--- config.mk ---
export PLATFORM = sky130hd
export DESIGN_NAME = sseg_display_arbiter_flat
export DESIGN_NICKNAME = d
export VERILOG_FILES = /design/src/rtl/sseg_display_arbiter_if.sv /design/src/rtl/sseg_display_arbiter.sv /design/src/flat_wrapper.sv
export SDC_FILE = /design/constraint.sdc
export NUM_CORES = 1
export LEC_CHECK = 0
export BUFFER_PORTS_ARGS = -buffer_cell sky130_fd_sc_hd__buf_2
export CAP_MARGIN = 10
export CORE_UTILIZATION = 44
export DETAILED_ROUTE_END_ITERATION = 8
export GPL_ROUTABILITY_DRIVEN = 1
export GPL_TIMING_DRIVEN = 0
export PLACE_DENSITY = 0.89
export SLEW_MARGIN = 20
export SYNTH_ARGS = -nofsm -noshare
export SYNTH_HDL_FRONTEND = slang
export SYNTH_SLANG_ARGS = --single-unit
--- constraint.sdc ---
create_clock -name clock -period 3.9 [get_ports clock]
set_input_delay 0.78 -clock clock [delete_from_list [all_inputs] [get_ports clock]]
set_output_delay 0.78 -clock clock [all_outputs]
set_load 0.03 [all_outputs]
--- src/rtl/sseg_display_arbiter_if.sv ---
// Request/data/display bundle between the digit sources and the seven-segment arbiter.
interface sseg_display_arbiter_if #(
    parameter int unsigned NUM_SRC = 4
);
    logic [NUM_SRC-1:0]    req;
    logic [NUM_SRC-1:0]    urgent;
    logic                  freeze;
    logic [NUM_SRC*32-1:0] src_digits;
    logic [NUM_SRC*8-1:0]  src_blank;
    logic [31:0]           bcd_out;
    logic [7:0]            blank_out;
    logic [NUM_SRC-1:0]    grant;
    logic                  active;
    logic                  switch_pulse;

    modport master (
        output req, urgent, freeze, src_digits, src_blank,
        input  bcd_out, blank_out, grant, active, switch_pulse
    );

    modport slave (
        input  req, urgent, freeze, src_digits, src_blank,
        output bcd_out, blank_out, grant, active, switch_pulse
    );
endinterface

--- src/rtl/sseg_display_arbiter.sv ---
// Round-robin owner selection for the 8-digit display with dwell timing, freeze and urgent preemption.
module sseg_display_arbiter #(
    parameter int unsigned NUM_SRC      = 4,
    parameter int unsigned DWELL_CYCLES = 40_000_000
) (
    input  logic                   clock,
    input  logic                   reset_n,
    sseg_display_arbiter_if.slave  bus
);
    localparam int unsigned CNT_W = $clog2(DWELL_CYCLES);
    localparam int unsigned IDX_W = $clog2(NUM_SRC);
    localparam logic [CNT_W-1:0] DWELL_MAX = CNT_W'(DWELL_CYCLES - 1);

    typedef enum logic {S_IDLE = 1'b0, S_SHOW = 1'b1} state_e;

    function automatic logic [IDX_W-1:0] wrap_inc(input logic [IDX_W-1:0] i);
        if (i == IDX_W'(NUM_SRC - 1)) return '0;
        return i + 1'b1;
    endfunction

    function automatic logic [IDX_W-1:0] lowest(input logic [NUM_SRC-1:0] r);
        logic [IDX_W-1:0] w     = '0;
        logic             found = 1'b0;
        for (int unsigned k = 0; k < NUM_SRC; k++) begin
            if (!found && r[IDX_W'(k)]) begin
                found = 1'b1;
                w     = IDX_W'(k);
            end
        end
        return w;
    endfunction

    // {found, index} of the first requester at or after start, wrapping
    function automatic logic [IDX_W:0] rr_pick(input logic [NUM_SRC-1:0] r,
                                               input logic [IDX_W-1:0]   start);
        logic             found = 1'b0;
        logic [IDX_W-1:0] idx   = start;
        logic [IDX_W-1:0] win   = start;
        for (int unsigned k = 0; k < NUM_SRC; k++) begin
            if (!found && r[idx]) begin
                found = 1'b1;
                win   = idx;
            end
            idx = wrap_inc(idx);
        end
        return {found, win};
    endfunction

    state_e              state_q, state_d;
    logic [IDX_W-1:0]    cur_q, cur_d;
    logic [IDX_W-1:0]    rr_ptr_q, rr_ptr_d;
    logic [CNT_W-1:0]    dwell_q, dwell_d;
    logic [NUM_SRC-1:0]  grant_q, grant_d;
    logic                active_q, active_d;
    logic                switch_q, switch_d;
    logic [31:0]         bcd_q, bcd_d;
    logic [7:0]          blank_q, blank_d;

    logic [NUM_SRC-1:0]  ureq;
    logic [IDX_W-1:0]    u_idx;
    logic [IDX_W:0]      rr_res;
    logic [IDX_W:0]      nx_res;

    assign ureq   = bus.req & bus.urgent;
    assign u_idx  = lowest(ureq);
    assign rr_res = rr_pick(bus.req, rr_ptr_q);
    // Searching from cur+1 visits cur last, so "only cur requests" resolves back to cur.
    assign nx_res = rr_pick(bus.req, wrap_inc(cur_q));

    always_ff @(posedge clock or negedge reset_n) begin
        if (!reset_n) begin
            state_q  <= S_IDLE;
            cur_q    <= '0;
            rr_ptr_q <= '0;
            dwell_q  <= '0;
            grant_q  <= '0;
            active_q <= 1'b0;
            switch_q <= 1'b0;
            bcd_q    <= '0;
            blank_q  <= '1;
        end else begin
            state_q  <= state_d;
            cur_q    <= cur_d;
            rr_ptr_q <= rr_ptr_d;
            dwell_q  <= dwell_d;
            grant_q  <= grant_d;
            active_q <= active_d;
            switch_q <= switch_d;
            bcd_q    <= bcd_d;
            blank_q  <= blank_d;
        end
    end

    // Owner selection in priority order: preempt, owner drop, freeze, dwell expiry, count
    always_comb begin
        state_d  = state_q;
        cur_d    = cur_q;
        rr_ptr_d = rr_ptr_q;
        dwell_d  = dwell_q;
        switch_d = 1'b0;
        unique case (state_q)
            S_IDLE: begin
                if (|bus.req) begin
                    state_d  = S_SHOW;
                    cur_d    = (|ureq) ? u_idx : rr_res[IDX_W-1:0];
                    switch_d = 1'b1;
                end
            end
            S_SHOW: begin
                if ((|ureq) && !ureq[cur_q]) begin
                    cur_d    = u_idx;
                    switch_d = 1'b1;
                end else if (!bus.req[cur_q]) begin
                    if (nx_res[IDX_W]) cur_d = nx_res[IDX_W-1:0];
                    else               state_d = S_IDLE;
                    switch_d = 1'b1;
                end else if (bus.freeze) begin
                    dwell_d = dwell_q;
                end else if (dwell_q == DWELL_MAX) begin
                    // An urgent owner, or a lone requester, restarts its dwell instead of rotating.
                    if (!ureq[cur_q] && (nx_res[IDX_W-1:0] != cur_q)) begin
                        cur_d    = nx_res[IDX_W-1:0];
                        switch_d = 1'b1;
                    end else begin
                        dwell_d = '0;
                    end
                end else begin
                    dwell_d = dwell_q + 1'b1;
                end
            end
            default: state_d = S_IDLE;
        endcase
        if (switch_d) begin
            dwell_d = '0;
            if (state_d == S_SHOW) rr_ptr_d = wrap_inc(cur_d);
        end
    end

    // Display data follows the next owner so new data lands on the same edge as the grant.
    always_comb begin
        grant_d  = '0;
        active_d = 1'b0;
        bcd_d    = '0;
        blank_d  = '1;
        if (state_d == S_SHOW) begin
            grant_d  = NUM_SRC'(1) << cur_d;
            active_d = 1'b1;
            for (int unsigned i = 0; i < NUM_SRC; i++) begin
                if (cur_d == IDX_W'(i)) begin
                    bcd_d   = bus.src_digits[32*i +: 32];
                    blank_d = bus.src_blank[8*i +: 8];
                end
            end
        end
    end

    assign bus.bcd_out      = bcd_q;
    assign bus.blank_out    = blank_q;
    assign bus.grant        = grant_q;
    assign bus.active       = active_q;
    assign bus.switch_pulse = switch_q;

endmodule

--- src/flat_wrapper.sv ---
// flat-port wrapper written by rule: the top's interface ports become plain ports
module sseg_display_arbiter_flat 
#(
    parameter int unsigned NUM_SRC      = 4,
    parameter int unsigned DWELL_CYCLES = 40_000_000
)
  (clock, reset_n, bus_req, bus_urgent, bus_freeze, bus_src_digits, bus_src_blank, bus_bcd_out, bus_blank_out, bus_grant, bus_active, bus_switch_pulse);
  sseg_display_arbiter_if #(.NUM_SRC(NUM_SRC)) bus_i ();
  input  logic clock;
  input  logic reset_n;
  input wire logic [$bits(bus_i.req)-1:0] bus_req;
  input wire logic [$bits(bus_i.urgent)-1:0] bus_urgent;
  input wire logic [$bits(bus_i.freeze)-1:0] bus_freeze;
  input wire logic [$bits(bus_i.src_digits)-1:0] bus_src_digits;
  input wire logic [$bits(bus_i.src_blank)-1:0] bus_src_blank;
  output wire logic [$bits(bus_i.bcd_out)-1:0] bus_bcd_out;
  output wire logic [$bits(bus_i.blank_out)-1:0] bus_blank_out;
  output wire logic [$bits(bus_i.grant)-1:0] bus_grant;
  output wire logic [$bits(bus_i.active)-1:0] bus_active;
  output wire logic [$bits(bus_i.switch_pulse)-1:0] bus_switch_pulse;
  assign bus_i.req = bus_req;
  assign bus_i.urgent = bus_urgent;
  assign bus_i.freeze = bus_freeze;
  assign bus_i.src_digits = bus_src_digits;
  assign bus_i.src_blank = bus_src_blank;
  assign bus_bcd_out = bus_i.bcd_out;
  assign bus_blank_out = bus_i.blank_out;
  assign bus_grant = bus_i.grant;
  assign bus_active = bus_i.active;
  assign bus_switch_pulse = bus_i.switch_pulse;
  sseg_display_arbiter #(.NUM_SRC(NUM_SRC), .DWELL_CYCLES(DWELL_CYCLES)) u_core (.clock(clock), .reset_n(reset_n), .bus(bus_i));
endmodule
==> results.json, run 1 <==
{
  "report.final.slew_viol_count": 0,
  "antenna_left": 0,
  "h-tree-depth": 3,
  "crit_path_top_delay_cell": "or4_4",
  "powerDensity_nw_per_um2": 815,
  "finalSetupViolations": 3,
  "synth_warnings": 0,
  "grt_pass1_vias": 5435,
  "crit_type": "flip-flop to flip-flop",
  "vias": 6102,
  "combPwrFrac_pct": 69.3,
  "setup.worst_path.start_class": "flip-flop",
  "syn-instance-count": 626,
  "fin_area_um2": 6940,
  "r2r-start": "u_core.dwell_q[16]$_DFFE_PN0P_",
  "die_area_um2": 11600,
  "async_flop_share_pct": 100,
  "final_util_pct": 63.7,
  "drc": 0,
  "syn_area_um2": 4930,
  "start_util_pct": 45.3,
  "critPathMaxFanout": 6,
  "dp_cells": 982,
  "tritoncts": "built",
  "p_sw_mw": 2.87,
  "dr.pass1.iters": 7,
  "slew-limit-headroom_pct": 56.6,
  "ys_ff_latch": 76,
  "hold_viol_final": 0,
  "whs_ns": 0.364,
  "syn-num-nets": 804,
  "yosysSeqAreaShare_pct": 38.8,
  "setup_ws_ns": -0.0561,
  "violations": "setup timing",
  "wirelength_um": 18800,
  "dpl-instance-area_um2": 6210,
  "die_w_um": 108,
  "grt_pass1_wl_um": 27700,
  "dpl.hpwl_um": 13200,
  "path_cells": "nand4bb_1 > or4_1 > or4_4 > nor3_4 > o221ai_2 > a221oi_2 > a21oi_2 > buf_4 > ha_4 > nor2b_4 > clkbuf_16 > a22oi_2 > nor2_1 > a21oi_1 > nor2_1 > a21oi_2 > nor2_2",
  "cts-root-buf": "clkbuf_8",
  "ios": 217,
  "rows": 38,
  "portBuffers": 215,
  "vdd_ir_drop_max_mv": 0.544,
  "p_total_mw": 5.65,
  "fmax_mhz": 253,
  "min_period_ns": 3.96,
  "place_congestion": 1.02,
  "end_kind": "flip-flop",
  "antenna_found_initial": 5,
  "clkPwrFrac_pct": 10.3,
  "numCtsBuffers": 9,
  "cts_buffer_depth": 2,
  "grtUsageTotal_pct": 31.3,
  "fin_cells": 1025,
  "internal-power_mw": 2.78,
  "die_y_um": 108,
  "area_growth_pct": 40.7,
  "grt.overflow.total": 0,
  "nNetsFinal": 1054,
  "ys.flop_type": "dfrtp_1",
  "syn_avg_cell_area_um2": 7.87,
  "vias_per_cell": 5.95,
  "drt-initial-drc-count": 718,
  "swShare_pct": 50.9,
  "pwr-share-seq_pct": 20.4,
  "critical_path.max_stage_delay_ns": 0.61,
  "setup_tns_ns": -0.140,
  "grt_max_degree": 42,
  "rsz0062_at_grt": "true",
  "worstPathRequired_ns": 4.18,
  "pre_cts_ws_ns": -0.907,
  "clk_latency_ns": 0.37,
  "yosysUniqueCellTypes": 62,
  "hold_path_class": "primary input to asynchronous set/reset pin",
  "worstSetupStartpoint": "u_core.dwell_q[16]$_DFFE_PN0P_",
  "synth_edf_count": 0,
  "status": "finished, violations left",
  "finalCritPeriodShare_pct": 101,
  "p_leak_nw": 3.31,
  "drv_cap": 0,
  "skew_ns": 0.0120,
  "fill_cells": 913,
  "wl_per_cell_um": 18.3,
  "clkSinkCount": 76,
  "core_area_um2": 10900,
  "worst_slew_pin_slew_ns": 0.646,
  "drive_above_1_share_pct": 40.5,
  "arrival_ns": 4.23,
  "cts.clk_slew.worst_paths_ns": 0.09
}
==> power by group through the flow <==
stage	logic (mW)	clock network, mW	registers, mW
3_3_place_gp	3.16	0	1.16
6_report	3.92	0.581	1.15
2_1_floorplan	1.92	0	1.57
3_5_place_dp	3.20	0	1.16
5_1_grt	4.20	0.618	1.17
4_1_cts	3.58	0.582	1.15
==> synthesized netlist by cell type (all sizes together), types with 7 or more instances <==
| master | instances | area (um2) |
|---|---|---|
| a21oi | 85 | 425 |
| dfrtp | 68 | 1700 |
| nor2 | 126 | 473 |
| inv | 14 | 52.6 |
| nor3 | 11 | 55.1 |
| ha | 7 | 87.6 |
| dfstp | 8 | 210 |
| mux2i | 13 | 130 |
| o21ai | 32 | 160 |
| nand3 | 10 | 50.1 |
| a22oi | 33 | 248 |
| o22ai | 12 | 75.1 |
| nand2 | 50 | 188 |
| clkbuf | 36 | 135 |
| o31ai | 14 | 110 |
| buf | 12 | 48.8 |
==> path summary, 6_finish.rpt <==
kind | slack [ns] | endpoint | depth (start not counted)
setup / recovery | -0.06 | u_core.bus.bcd_out[17]$_DFF_PN0_ | 17
hold / removal | 0.36 | u_core.dwell_q[3]$_DFFE_PN0P_ | 1
setup reg to reg | -0.06 | u_core.bus.bcd_out[17]$_DFF_PN0_ | 17
hold reg to reg | 0.48 | u_core.dwell_q[25]$_DFFE_PN0P_ | 1
max in group asynchronous | 2.89 | u_core.bus.blank_out[0]$_DFF_PN1_ | 2
min in group clock | 0.48 | u_core.dwell_q[25]$_DFFE_PN0P_ | 1
==> repair_timing <==
item | 4_1_cts | 5_1_grt
setup endpoints to repair | 42 | 42
gates resized for setup | 57 | 69
pin swaps | 27 | 25
setup buffers | 17 | 9
hold buffers | 0 | 0
gates cloned | 2 | 1
==> cell type report <==
class                      count  area (um2)  share of cell area, %
clock buffer                   9         124                   1.79
tap                          140         175                   2.53
timing repair buffer         243        1300                   18.8
timing repair inverter         1        5.00                 0.0722
antenna                        4        10.0                  0.144
multi-input combinational    487        3040                   43.8
clock inverter                 7        58.8                  0.848
sequential                    76        1910                   27.6
buffer                        43         253                   3.64
inverter                      15        60.1                  0.866
==> critical path: cells and delay by family, from the launching register on <==
family | cells | cell delay [ns]
adder cells (fa/ha/maj) | 1 | 0.19
AO/OA/AOI/OAI | 6 | 0.71
buffers and inverters | 2 | 0.37
flip-flops | 1 | 0.39
AND/OR/NAND/NOR | 8 | 2.20
==> state kept, by name, summed over array words and instances, names as in the netlist <==
| name | flops |
|---|---|
| u_core.bus.switch_pulse | 1 |
| u_core.rr_ptr_q | 2 |
| u_core.bus.active | 1 |
| u_core.bus.grant | 4 |
| u_core.cur_q | 2 |
| u_core.bus.blank_out | 8 |
| u_core.dwell_q | 26 |
| u_core.bus.bcd_out | 32 |
==> routing by layer <==
layer | vias to the layer above | global-route usage, % | share of wire (%)
met4 | 4 | 12.5 | 3.7
li1 | 2759 | - | -
met2 | 437 | 49.2 | 47
met5 | - | 0 | 0.12
met3 | 92 | 9.08 | 12
met1 | 2810 | 40.4 | 37
==> logic make-up after synthesis <==
group                    synth area share [%]
AO/OA/AOI/OAI                            27.7
XOR/XNOR                                 1.42
adder cells (fa/ha/maj)                  1.78
buffers and inverters                    4.87
flip-flops                               38.8
multiplexers                             4.24
AND/OR/NAND/NOR                          21.2
==> layout by cell type, fill, tap and decap left out, drive strengths merged, types with 3 or more instances in the layout <==
| master | n |
|---|---|
| o31ai | 14 |
| clkbuf | 36 |
| o22ai | 12 |
| inv | 17 |
| clkinvlp | 6 |
| mux2i | 13 |
| nor3 | 11 |
| xnor2 | 6 |
| nor2 | 126 |
| or4 | 3 |
| diode | 4 |
| dfstp | 8 |
| nand2b | 4 |
| and3 | 3 |
| a22oi | 33 |
| o21a | 4 |
| buf | 259 |
| or3 | 4 |
| nand3 | 10 |
| a31oi | 5 |
| o41ai | 3 |
| mux4 | 3 |
| dfrtp | 68 |
| nand2 | 50 |
| and2 | 4 |
| a21oi | 85 |
| a211oi | 6 |
| ha | 7 |
| nor2b | 6 |
| nor4b | 3 |
| nand4 | 3 |
| o21ai | 32 |
Power figures use the tool's default switching activity.
==> run 2, diff against run 1 <==
Settings changed: CORE_MARGIN set to 10.
==> results.json, run 2 (synthesis results as in run 1) <==
{
  "status": "finished, violations left",
  "violations": "setup timing",
  "drv_cap": 0,
  "grt.overflow.total": 0,
  "area_growth_pct": 38.4,
  "hold_path_class": "primary input to asynchronous set/reset pin",
  "setup.worst_path.start_class": "flip-flop",
  "fmax_mhz": 251,
  "numCtsBuffers": 9,
  "die_w_um": 126,
  "vias_per_cell": 5.78,
  "powerDensity_nw_per_um2": 818,
  "report.final.slew_viol_count": 0,
  "ios": 217,
  "critPathMaxFanout": 10,
  "cts-root-buf": "clkbuf_8",
  "antenna_left": 0,
  "wl_per_cell_um": 19.6,
  "worst_slew_pin_slew_ns": 0.701,
  "ff2ff_setup_slack_ns": -0.09,
  "p_total_mw": 5.58,
  "whs_ns": 0.370,
  "cts_buffer_depth": 2,
  "vdd_ir_drop_max_mv": 0.649,
  "hold_buffers": 0,
  "core_area_um2": 10900,
  "cts.clk_slew.worst_paths_ns": 0.09,
  "r2r-start": "u_core.dwell_q[16]$_DFFE_PN0P_",
  "finalCritPeriodShare_pct": 102,
  "tritoncts": "built",
  "finalSetupViolations": 5,
  "dpl.hpwl_um": 15100,
  "setup_ws_ns": -0.0885,
  "die_area_um2": 15800,
  "dr.pass1.iters": 5,
  "clk_latency_ns": 0.37,
  "start_util_pct": 45.3,
  "largest_reg_flops": 32,
  "final_cell_mix": "buf_2 (220), nor2_1 (122), a21oi_1 (80), dfrtp_1 (67), nand2_1 (49)",
  "p_leak_nw": 3.25,
  "h-tree-depth": 3,
  "drt-initial-drc-count": 496,
  "wirelength_um": 20000,
  "clkSinkCount": 76,
  "antenna_found_initial": 6,
  "worstPathRequired_ns": 4.13,
  "arrival_ns": 4.22,
  "die_y_um": 126,
  "rsz0062_at_grt": "true",
  "vias": 5891,
  "drive_above_1_share_pct": 38.2,
  "drc": 0,
  "portBuffers": 215,
  "nNetsFinal": 1045,
  "hold_viol_final": 0,
  "grtUsageTotal_pct": 23.3,
  "crit_type": "flip-flop to flip-flop",
  "end_kind": "flip-flop",
  "layout_commonest_cell": "buf_2",
  "slew-limit-headroom_pct": 52.8,
  "min_period_ns": 3.99,
  "r2r-end": "u_core.bus.bcd_out[26]$_DFF_PN0_",
  "place_congestion": 0.982,
  "rows": 38,
  "skew_ns": 0.0103,
  "grt_pass1_wl_um": 30500,
  "grt_pass1_vias": 5942,
  "ff2ff_path_depth": 17,
  "grt_max_degree": 42
}
-- run 2: per-stage QoR --
step / std cells / utilization [%] / TNS [ns] / instance area [um2] / worst slack, ns
after CTS: 1012 / 61.6 / -0.0943 / 6700 / -0.0616
after floorplan: 626 / - / 0 / 4940 / 0.0188
after global placement: 981 / 56.8 / -27.71 / 6190 / -1.03
after detailed placement: 982 / 57.0 / -28.59 / 6210 / -1.00
after global routing: 1016 / 62.6 / -4.14 / 6820 / -0.209
final: 1019 / 62.7 / -0.231 / 6820 / -0.0885
-- run 2: layout make-up --
class	instances	area, um2
diodes	7	17.5
plain buffers	41	219
clock buffers	10	128
clock inverters	6	72.6
fillers	878	4070
inverters	15	62.6
multi-input cells	487	2970
flip-flops and latches	76	1910
well taps	140	175
repair buffers	236	1260
repair inverters	1	5.00
-- run 2: layer usage --
| metal | track usage, % | routed length (um) | share of wire (%) | vias to the layer above |
|---|---|---|---|---|
| li1 | - | - | - | 2749 |
| met1 | 27.0 | 7390 | 37 | 2722 |
| met2 | 38.0 | 9630 | 48 | 355 |
| met3 | 7.26 | 2010 | 10 | 65 |
| met4 | 12.1 | 933 | 4.7 | 0 |
| met5 | 0 | 0 | 0 | - |
-- run 2: what timing repair did --
item	CTS	global route
gates resized for setup	48	51
endpoints found under the setup margin	42	40
buffers inserted	17	2
cloned	1	1
pin swaps	15	22
-- run 2: worst max-delay path by stage --
stage                                        start                          endpoint  slack (ns)
global route        u_core.dwell_q[16]$_DFFE_PN0P_  u_core.bus.bcd_out[20]$_DFF_PN0_       -0.21
floorplan           u_core.dwell_q[16]$_DFFE_PN0P_  u_core.bus.bcd_out[23]$_DFF_PN0_        0.02
CTS                 u_core.dwell_q[15]$_DFFE_PN0P_   u_core.bus.bcd_out[1]$_DFF_PN0_       -0.06
detailed placement                      bus_req[2]   u_core.bus.bcd_out[1]$_DFF_PN0_       -1.00
finish              u_core.dwell_q[16]$_DFFE_PN0P_  u_core.bus.bcd_out[26]$_DFF_PN0_       -0.09
global placement                        bus_req[3]   u_core.bus.bcd_out[1]$_DFF_PN0_       -1.03
-- run 2: worst max-delay path, stage by stage (launching register included) --
cell	delay (ns)
dfrtp_1	0.38
nand4bb_1	0.17
or4_1	0.54
or4_4	0.59
o41a_1	0.36
mux2i_1	0.15
a211oi_2	0.21
buf_4	0.19
inv_4	0.05
ha_4	0.15
nor2b_4	0.16
buf_4	0.18
a22oi_1	0.20
nor2_1	0.09
a21oi_1	0.21
nor2_1	0.06
a21oi_1	0.11
nor2_1	0.06
-- run 2: where the power goes --
part,switching [mW],internal [mW]
Combinational,2.40,1.41
Sequential,0.0879,1.06
Clock,0.328,0.303
Total,2.81,2.77
==> run 3, diff against run 2 <==
==> constraint.sdc (replaced) <==
create_clock -name clock -period 3.9 [get_ports clock]
set_input_delay 1.17 -clock clock [delete_from_list [all_inputs] [get_ports clock]]
set_output_delay 1.17 -clock clock [all_outputs]
set_load 0.03 [all_outputs]
==> results.json, run 3 (synthesis results as in run 1) <==
{
  "drc": 0,
  "fmax_mhz": 252,
  "finalSetupViolations": 8,
  "grt_pass1_vias": 5933,
  "hold_buffers": 0,
  "area_growth_pct": 42.1,
  "grtUsageTotal_pct": 23.1,
  "wl_per_cell_um": 20.1,
  "setup_ws_ns": -0.0746,
  "violations": "setup timing",
  "rows": 38,
  "worstPathRequired_ns": 4.13,
  "numCtsBuffers": 9,
  "cts.clk_slew.worst_paths_ns": 0.10,
  "crit_type": "flip-flop to flip-flop",
  "fill_cells": 892,
  "ff2ff_setup_slack_ns": -0.07,
  "cts-root-buf": "clkbuf_8",
  "min_period_ns": 3.97,
  "vdd_ir_drop_max_mv": 0.526,
  "tritoncts": "built",
  "drive_above_1_share_pct": 41.2,
  "skew_ns": 0.0228,
  "ios": 217,
  "die_area_um2": 15800,
  "h-tree-depth": 3,
  "grt.overflow.total": 0,
  "die_y_um": 126,
  "arrival_ns": 4.20,
  "setup.worst_path.start_class": "flip-flop",
  "die_w_um": 126,
  "p_total_mw": 5.80,
  "drv_cap": 0,
  "vias_per_cell": 5.90,
  "ff2ff_path_depth": 18,
  "antenna_found_initial": 5,
  "core_area_um2": 10900,
  "clk_latency_ns": 0.36,
  "clkSinkCount": 76,
  "r2r-start": "u_core.dwell_q[15]$_DFFE_PN0P_",
  "worstSetupStartpoint": "u_core.dwell_q[15]$_DFFE_PN0P_",
  "slew-limit-headroom_pct": 61.6,
  "r2r-end": "u_core.bus.bcd_out[24]$_DFF_PN0_",
  "status": "finished, violations left",
  "drt-initial-drc-count": 519,
  "end_kind": "flip-flop",
  "powerDensity_nw_per_um2": 828,
  "vias": 6001,
  "portBuffers": 215,
  "nNetsFinal": 1046,
  "critPathMaxFanout": 7,
  "p_leak_nw": 3.29,
  "layout_commonest_cell": "buf_2",
  "largest_reg_flops": 32,
  "antenna_left": 0,
  "wirelength_um": 20400,
  "finalCritPeriodShare_pct": 102,
  "hold_path_class": "flip-flop to flip-flop",
  "grt_max_degree": 59,
  "grt_pass1_wl_um": 30400,
  "start_util_pct": 45.3,
  "dpl.hpwl_um": 15100,
  "dr.pass1.iters": 5,
  "final_util_pct": 64.3,
  "hold_viol_final": 0,
  "endpoint": "u_core.bus.bcd_out[24]$_DFF_PN0_",
  "place_congestion": 0.994,
  "report.final.slew_viol_count": 0,
  "rsz0062_at_grt": "true",
  "pre_cts_ws_ns": -1.21,
  "cts_buffer_depth": 2,
  "worst_slew_pin_slew_ns": 0.571,
  "final_cell_mix": "buf_2 (222), nor2_1 (121), a21oi_1 (80), dfrtp_1 (66), nand2_1 (49)"
}
==> run 3: changes by cell type in the layout (fill, tap and decap cells not counted), sizes merged <==
cell / change
buf: +3
diode: -3
clkinvlp: -2
inv: -1
clkbuf: -1
clkinv: +2
==> run 3: worst max-delay path, stage by stage (launching register included) <==
cell and delay (ns):
dfrtp_1 0.41, nand4bb_1 0.18, or4_1 0.48, or4_4 0.61, o41a_1 0.37, mux2i_1 0.16
a211oi_2 0.16, buf_4 0.19, inv_4 0.05, ha_4 0.16, nor2b_4 0.14, buf_6 0.14
clkbuf_16 0.15, a22oi_2 0.13, nor2_1 0.08, a21oi_1 0.15, nor2_1 0.06, a21oi_1 0.16
nor2_1 0.08
==> run 3: worst min-delay path by stage <==
stage	to	depth (start not counted)	startpoint
6_report	u_core.dwell_q[25]$_DFFE_PN0P_	1	u_core.dwell_q[25]$_DFFE_PN0P_
4_1_cts	u_core.dwell_q[25]$_DFFE_PN0P_	1	u_core.dwell_q[25]$_DFFE_PN0P_
2_1_floorplan	u_core.dwell_q[25]$_DFFE_PN0P_	1	u_core.dwell_q[25]$_DFFE_PN0P_
3_3_place_gp	u_core.dwell_q[25]$_DFFE_PN0P_	1	u_core.dwell_q[25]$_DFFE_PN0P_
3_5_place_dp	u_core.dwell_q[25]$_DFFE_PN0P_	1	u_core.dwell_q[25]$_DFFE_PN0P_
5_1_grt	u_core.dwell_q[25]$_DFFE_PN0P_	1	u_core.dwell_q[25]$_DFFE_PN0P_
==> run 3: final cells by class <==
class	instances	area, um2	area share (%)
multi-input combinational	487	3070	43.9
sequential	76	1910	27.3
timing repair buffer	238	1310	18.7
buffer	41	250	3.57
tap	140	175	2.50
clock buffer	10	138	1.96
clock inverter	6	70.1	1.00
inverter	15	62.6	0.893
antenna	4	10.0	0.143
==> run 3: per-stage QoR <==
stage               instance area, um2  instances  hold WS, ns  TNS [ns]
global placement                  6330        981        0.475    -35.24
finish                            7000       1017        0.500    -0.220
CTS                               6800       1007        0.499   -0.0372
floorplan                         5080        626        0.439     -1.42
global route                      7000       1017        0.523     -4.15
detailed placement                6360        982        0.482    -41.77
==> run 3: what timing repair did <==
action,CTS,global route
cloned,1,1
gates resized for setup,42,62
pin swaps,11,56
setup buffers,11,10
hold endpoints to repair,0,0
setup endpoints to repair,43,42
==> run 3: power breakdown <==
group          total, mW  internal (mW)  switching [mW]
Sequential          1.16           1.06          0.0941
Combinational       4.01           1.55            2.46
Clock              0.633          0.319           0.314
Total               5.80           2.93            2.87
==> run 3: layer usage <==
metal	GRT usage, %	up-vias	part of all wire, %
met5	0	-	0.069
met4	8.91	2	3.9
met3	7.72	74	10
met2	38.9	411	50
met1	26.5	2768	36
li1	-	2746	-
